[config.mk]
export PLATFORM = sky130hd
export DESIGN_NAME = io_op_sequencer_flat
export DESIGN_NICKNAME = d
export VERILOG_FILES = /design/src/rtl/io_op_sequencer_pkg.sv /design/src/rtl/io_op_sequencer_if.sv /design/src/rtl/io_op_sequencer_pb_debounce.sv /design/src/rtl/io_op_sequencer.sv /design/src/flat_wrapper.sv
export SDC_FILE = /design/constraint.sdc
export NUM_CORES = 1
export LEC_CHECK = 0
export ABC_CLOCK_PERIOD_IN_PS = 1400
export BUFFER_PORTS_ARGS = -buffer_cell sky130_fd_sc_hd__buf_2
export CAP_MARGIN = 30
export CORE_MARGIN = 1
export CORE_UTILIZATION = 52
export CTS_BUF_LIST = sky130_fd_sc_hd__clkbuf_2
export DETAILED_ROUTE_END_ITERATION = 10
export HOLD_SLACK_MARGIN = 0.1
export PLACE_DENSITY = 0.73
export RECOVER_POWER = 100
export SYNTH_ARGS = -nofsm -noshare
export SYNTH_HDL_FRONTEND = slang
export SYNTH_SLANG_ARGS = --single-unit
[constraint.sdc]
create_clock -name M_CLOCK -period 1.4 [get_ports M_CLOCK]
set_input_delay 0.07 -clock M_CLOCK [delete_from_list [all_inputs] [get_ports M_CLOCK]]
set_output_delay 0.07 -clock M_CLOCK [all_outputs]
set_load 0.05 [all_outputs]
[src/rtl/io_op_sequencer_pkg.sv]
// Shared types for the IO-board op sequencer: op/state enums, 7-seg digit
// patterns and the op evaluation helper.
package io_pkg;

  typedef enum logic [1:0] {OP_AND, OP_OR, OP_NAND, OP_NOR} op_e;
  typedef enum logic {ST_IDLE, ST_SHOW} state_e;

  localparam logic [6:0] SEG_DIG0 = 7'b1000000;
  localparam logic [6:0] SEG_DIG1 = 7'b1111001;
  localparam logic [6:0] SEG_DIG2 = 7'b0100100;
  localparam logic [6:0] SEG_DIG3 = 7'b0110000;

  function automatic logic [6:0] seg_digit(input op_e op);
    case (op)
      OP_AND:  return SEG_DIG0;
      OP_OR:   return SEG_DIG1;
      OP_NAND: return SEG_DIG2;
      default: return SEG_DIG3;
    endcase
  endfunction

  function automatic logic [3:0] op_eval(input op_e op, input logic [3:0] a, input logic [3:0] b);
    case (op)
      OP_AND:  return a & b;
      OP_OR:   return a | b;
      OP_NAND: return ~(a & b);
      default: return ~(a | b);
    endcase
  endfunction

endpackage

[src/rtl/io_op_sequencer_if.sv]
// IO board pin bundle: buttons/switches in, LEDs and 7-seg out.
interface io_op_sequencer_if;
  logic [3:0] IO_PB;
  logic [7:0] IO_DSW;
  logic [7:0] IO_LED;
  logic [3:0] IO_SSEGD;
  logic [7:0] IO_SSEG;
  logic       IO_SSEG_COL;
  logic       DEC_POINT;

  modport master (output IO_PB, IO_DSW,
                  input  IO_LED, IO_SSEGD, IO_SSEG, IO_SSEG_COL, DEC_POINT);
  modport slave  (input  IO_PB, IO_DSW,
                  output IO_LED, IO_SSEGD, IO_SSEG, IO_SSEG_COL, DEC_POINT);
endinterface

[src/rtl/io_op_sequencer_pb_debounce.sv]
// One pushbutton: 2-flop sync, stability counter, registered press pulse
// on a debounced 1->0 transition.
module pb_debounce #(
  parameter int DEB_CYCLES = 16
) (
  input  logic i_clk,
  input  logic i_rst,
  input  logic i_pb_n,
  output logic o_press
);
  localparam int CW = $clog2(DEB_CYCLES + 1);

  logic [1:0]    r_sync;
  logic          r_deb;
  logic [CW-1:0] r_cnt;
  logic          r_press;
  logic          w_diff;
  logic          w_done;

  assign w_diff  = r_sync[1] ^ r_deb;
  assign w_done  = w_diff && (r_cnt == CW'(DEB_CYCLES - 1));
  assign o_press = r_press;

  always_ff @(posedge i_clk) begin
    if (i_rst) begin
      r_sync  <= 2'b11;
      r_deb   <= 1'b1;
      r_cnt   <= '0;
      r_press <= 1'b0;
    end else begin
      r_sync  <= {r_sync[0], i_pb_n};
      // flipping while currently released means the new level is pressed
      r_press <= w_done & r_deb;
      if (w_done) begin
        r_deb <= r_sync[1];
        r_cnt <= '0;
      end else if (w_diff) begin
        r_cnt <= r_cnt + CW'(1);
      end else begin
        r_cnt <= '0;
      end
    end
  end
endmodule

[src/rtl/io_op_sequencer.sv]
// Button-selected logic op on DIP operands, shown on LEDs and one 7-seg digit.
// Optional AUTO_CYCLE_EN: op auto-advances after AUTO_CYCLES idle cycles in SHOW.
module io_op_sequencer
  import io_pkg::*;
#(
  parameter int DEB_CYCLES  = 16,
  parameter int AUTO_CYCLES = 64
) (
  input logic          M_CLOCK,
  input logic          RESET,
  io_op_sequencer_if.slave io
);
  logic [1:0][7:0] r_dsw_sync;
  logic [3:0]      w_press;
  logic            w_evt;
  op_e             w_sel;
  state_e          r_state, w_state_nxt;
  op_e             r_op, w_op_nxt;
  logic [7:0]      r_led;
  logic [3:0]      r_ssegd;
  logic [7:0]      r_sseg;

  if (DEB_CYCLES < 1 || AUTO_CYCLES < 1) begin : g_param_chk
    $error("io_op_sequencer: DEB_CYCLES and AUTO_CYCLES must be >= 1");
  end

  for (genvar g = 0; g < 4; g++) begin : g_pb
    pb_debounce #(.DEB_CYCLES(DEB_CYCLES)) u_deb (
      .i_clk  (M_CLOCK),
      .i_rst  (RESET),
      .i_pb_n (io.IO_PB[g]),
      .o_press(w_press[g])
    );
  end

  always_ff @(posedge M_CLOCK) begin
    if (RESET) r_dsw_sync <= '1;
    else       r_dsw_sync <= {r_dsw_sync[0], io.IO_DSW};
  end

  // fixed priority, PB0 wins; other simultaneous events are dropped
  always_comb begin
    w_evt = |w_press;
    w_sel = OP_AND;
    if      (w_press[0]) w_sel = OP_AND;
    else if (w_press[1]) w_sel = OP_OR;
    else if (w_press[2]) w_sel = OP_NAND;
    else if (w_press[3]) w_sel = OP_NOR;
  end

`ifdef AUTO_CYCLE_EN
  localparam int TW = $clog2(AUTO_CYCLES + 1);
  logic [TW-1:0] r_timer, w_timer_nxt;

  always_ff @(posedge M_CLOCK) begin
    if (RESET) r_timer <= '0;
    else       r_timer <= w_timer_nxt;
  end
`endif

  always_ff @(posedge M_CLOCK) begin
    if (RESET) begin
      r_state <= ST_IDLE;
      r_op    <= OP_AND;
    end else begin
      r_state <= w_state_nxt;
      r_op    <= w_op_nxt;
    end
  end

  always_comb begin
    w_state_nxt = r_state;
    w_op_nxt    = r_op;
`ifdef AUTO_CYCLE_EN
    w_timer_nxt = '0;
`endif
    case (r_state)
      ST_IDLE: begin
        if (w_evt) begin
          w_state_nxt = ST_SHOW;
          w_op_nxt    = w_sel;
        end
      end
      ST_SHOW: begin
        if (w_evt) begin
          if (w_sel == r_op) w_state_nxt = ST_IDLE;
          else               w_op_nxt    = w_sel;
        end
`ifdef AUTO_CYCLE_EN
        else if (r_timer == TW'(AUTO_CYCLES - 1)) w_op_nxt = op_e'(r_op + 2'd1);
        else w_timer_nxt = r_timer + TW'(1);
`endif
      end
      default: w_state_nxt = ST_IDLE;
    endcase
  end

  always_ff @(posedge M_CLOCK) begin
    if (RESET || r_state == ST_IDLE) begin
      r_led   <= 8'h00;
      r_ssegd <= 4'b1111;
      r_sseg  <= 8'hFF;
    end else begin
      r_led   <= {4'(1) << r_op, op_eval(r_op, r_dsw_sync[1][7:4], r_dsw_sync[1][3:0])};
      r_ssegd <= 4'b1110;
      r_sseg  <= {1'b1, seg_digit(r_op)};
    end
  end

  assign io.IO_LED      = r_led;
  assign io.IO_SSEGD    = r_ssegd;
  assign io.IO_SSEG     = r_sseg;
  assign io.IO_SSEG_COL = 1'b1;
  assign io.DEC_POINT   = 1'b1;
endmodule

[src/flat_wrapper.sv]
// flat-port wrapper written by rule: the top's interface ports become plain ports
module io_op_sequencer_flat import io_pkg::*;
#(
  parameter int DEB_CYCLES  = 16,
  parameter int AUTO_CYCLES = 64
)
  (M_CLOCK, RESET, io_IO_PB, io_IO_DSW, io_IO_LED, io_IO_SSEGD, io_IO_SSEG, io_IO_SSEG_COL, io_DEC_POINT);
  io_op_sequencer_if io_i ();
  input logic M_CLOCK;
  input logic RESET;
  input wire logic [$bits(io_i.IO_PB)-1:0] io_IO_PB;
  input wire logic [$bits(io_i.IO_DSW)-1:0] io_IO_DSW;
  output wire logic [$bits(io_i.IO_LED)-1:0] io_IO_LED;
  output wire logic [$bits(io_i.IO_SSEGD)-1:0] io_IO_SSEGD;
  output wire logic [$bits(io_i.IO_SSEG)-1:0] io_IO_SSEG;
  output wire logic [$bits(io_i.IO_SSEG_COL)-1:0] io_IO_SSEG_COL;
  output wire logic [$bits(io_i.DEC_POINT)-1:0] io_DEC_POINT;
  assign io_i.IO_PB = io_IO_PB;
  assign io_i.IO_DSW = io_IO_DSW;
  assign io_IO_LED = io_i.IO_LED;
  assign io_IO_SSEGD = io_i.IO_SSEGD;
  assign io_IO_SSEG = io_i.IO_SSEG;
  assign io_IO_SSEG_COL = io_i.IO_SSEG_COL;
  assign io_DEC_POINT = io_i.DEC_POINT;
  io_op_sequencer #(.DEB_CYCLES(DEB_CYCLES), .AUTO_CYCLES(AUTO_CYCLES)) u_core (.M_CLOCK(M_CLOCK), .RESET(RESET), .io(io_i));
endmodule
==> flow_summary.toml <==
[sta]
hold_viol_final = 0
finalCritPeriodShare_pct = 101
post-route-min-period_ns = 1.42
rsz0062_at_grt = "yes"
whs_ns = 0.277
drv_slew = 0
max_freq_mhz = 705
skew_ns = 0.0114
setup_viol = 5
layout_setup_ws_ns = -0.0175

[worst_setup_path]
slowest_stage = "or3_4"
crit_path_end = "u_core.g_pb[2].u_deb.r_cnt[2]"
startpoint = "u_core.g_pb[2].u_deb.r_cnt[1]"
cp_common_cell = "ha_4"
worstPathCellList = "ha_4 -> and3_4 -> ha_4 -> or3_4 -> nor2_1"
startpoint_type = "flop"
arrival_ns = 1.86
r2r-start = "u_core.g_pb[2].u_deb.r_cnt[1]"
rrSetupSlack_ns = -0.02
critical-path-max-stage-delay_ns = 0.41
crit_path_max_fanout = 5
path_class = "reg2reg"
r2r-end = "u_core.g_pb[2].u_deb.r_cnt[2]"
worstSetupEndpointType = "flop"
reg2reg_depth = 5
worstPathRequired_ns = 1.85

[logic_synthesis]
synth_top_area_share_pct = 56.5
yosys-top-cells-area = "dfxtp_1 56%, ha_1 6.1%, or2_2 6.1%, nor2_1 3.8%, xnor2_1 3.2%"
synth_top_area_cell = "dfxtp_1"
yosysUniqueCellTypes = 31
yosysWarningCount = 0
synth_seq_cells = 70
avgSynthCellArea_um2 = 10.3
syn-instance-count = 240
syn-cell-area_um2 = 2480
ys_seq_area_share_pct = 56.5

[place]
gp_congestion = 0.677
dp.cells = 325
dp_slack_ns = -0.0331
port_buffers = 29
dp_hpwl_mm = 2.25

[global_routing]
grt_overflow = 0
grt_max_degree = 40
track_usage_pct = 16.9
grt_pass1_wl_mm = 6.33
grt_pass1_vias = 1533
grt_antenna_before_repair = 0

[clock_tree]
root_buffer = "clkbuf_2"
cts_made_buffers = 9
clkLatencyLatePin_ns = 0.49
htree_num_levels = 3
cts_sinks = 70
cts.clk_slew.worst_paths_ns = 0.18
tritoncts = "done"
cts_buffer_depth = 2

[die]
die_area_um2 = 5050
die_h_um = 71.1
fp.dieW_um = 71.1
rows = 24
ios = 36
start_util_pct = 55.5
core_area_um2 = 4470

[outcome]
status = "complete, but fails checks"
failed_checks = "DRC, setup timing"

[drt]
drc = 4
dr.pass1.iters = 7
wl_per_cell_um = 11.8
drtAntennaViolNets = 0
finalWirelength_mm = 4.23
drt_iter0_drc = 54
via_per_inst = 4.83
vias = 1734

[power_and_ir_drop]
leakagePower_nw = 1.27
vdd_drop_max_uv = 616
p_per_area_nw_per_um2 = 994
totalPowerFinal_mw = 3.12

[cells_and_area]
area_growth_pct = 26.5
diodes = 0
fin_nets = 328
final_cells = 359
utilization_pct = 70.2
layout-drive-gt1-share_pct = 39.4

[flow_run]
max-cap-violations = 0

[hold_path]
min_path_type = "in2reg"
-- power breakdown --
group | switching [mW] | total, mW | internal (mW)
registers | 0.0192 | 2.05 | 2.03
clock network | 0.674 | 0.908 | 0.234
logic | 0.0824 | 0.161 | 0.0787
-- synthesized netlist by cell type (all sizes together) --
cell type and number:
nand2 4, a31oi 4, a21oi 4, nor2b 5, buf 10, nand3 4
nand2b 2, ha 12, inv 11, o21bai 1, nor4 1, or3 6
o21ai 10, clkbuf 3, and2b 1, a211o 4, a311oi 1, nor2 25
xor2 4, and3 8, nor4b 1, nor3 10, o211ai 1, nor4bb 4
conb 1, or2 24, xnor2 9, dfxtp 70
-- area by class of cell --
type,count,area (um2)
clock inverters,5,26.3
repair buffers,59,403
multi-input cells,151,1130
clock buffers,11,55.1
well taps,52,65.1
inverters,11,41.3
flip-flops and latches,70,1410
fillers,343,1340
-- critical path, delay by kind of cell, from the launching register on --
kind	cells	cell delay, ns
fa+ha+maj	2	0.30
flops	1	0.38
simple gates	3	0.70
-- layout by cell type, fill, tap and decap left out, types with 2 or more instances in the layout --
master	count
a211o_1	4
a21oi_1	4
a31oi_1	4
and3_1	4
and3_4	4
buf_2	29
buf_4	17
clkbuf_2	11
clkinv_2	3
conb_1	6
dfxtp_1	60
dfxtp_2	10
dlygate4sd3_1	13
ha_1	3
ha_4	8
inv_1	11
nand2_1	4
nand2b_1	2
nand3_1	4
nor2_1	17
nor2_2	7
nor2b_1	5
nor3_1	10
nor4bb_1	4
o21ai_0	10
or2_2	24
or3_1	2
or3_4	4
xnor2_1	9
xor2_1	4
-- state kept, by name, summed over array words and instances, names as in the netlist, 2 cells and up --
| signal | count |
|---|---|
| u_core.g_pb.u_deb.r_cnt | 20 |
| u_core.r_dsw_sync | 16 |
| u_core.g_pb.u_deb.r_sync | 8 |
| u_core.io.IO_LED | 8 |
| u_core.io.IO_SSEG | 6 |
| u_core.g_pb.u_deb.o_press | 4 |
| u_core.g_pb.u_deb.r_deb | 4 |
| u_core.r_op | 2 |
-- cell families after synthesis --
family / count (synthesis) / share of synthesized area (%)
adders and majority gates: 12 / 6.05
xor gates and xnor gates: 13 / 4.59
and+or+nand+nor: 95 / 21.5
other: 1 / 0.151
DFF: 70 / 56.5
AOI/OAI and AO/OA: 25 / 6.35
buffers and inverters: 24 / 4.84
-- how the worst min path moves through the flow --
stage | endpoint | slack (ns) | start | cells after the start
floorplan | u_core.g_pb[0].u_deb.r_sync[0] | 0.17 | io_IO_PB[0] | 1
global placement | u_core.g_pb[0].u_deb.r_sync[0] | 0.25 | io_IO_PB[0] | 2
detailed placement | u_core.r_dsw_sync[1] | 0.25 | io_IO_DSW[1] | 2
CTS | u_core.r_dsw_sync[1] | 0.24 | io_IO_DSW[1] | 3
global route | u_core.g_pb[2].u_deb.r_sync[0] | 0.24 | io_IO_PB[2] | 3
finish | u_core.r_dsw_sync[7] | 0.28 | io_IO_DSW[7] | 3
-- layer usage --
| metal | track usage (%) | routed length (um) | share of wire (%) | up-vias |
|---|---|---|---|---|
| met5 | 0 | 0 | 0 | - |
| met4 | 11.3 | 108 | 2.6 | 0 |
| met3 | 6.13 | 149 | 3.5 | 10 |
| met2 | 26.8 | 2020 | 48 | 40 |
| met1 | 19.0 | 1950 | 46 | 773 |
| li1 | - | - | - | 911 |
-- repair_timing --
item	4_1_cts	5_1_grt
endpoints found under the hold margin	22	0
pin swaps	10	15
hold buffers	13	0
setup buffers	1	4
setup endpoints to repair	20	30
resized for setup	9	25
-- stage by stage --
stage | cell area (um2) | setup TNS [ns]
final | 3140 | -0.0414
after global routing | 3140 | -0.360
after CTS | 2990 | 0
after detailed placement | 2750 | -0.107
after global placement | 2750 | 0
after floorplan | 2520 | 0
Power figures use the tool's default switching activity.
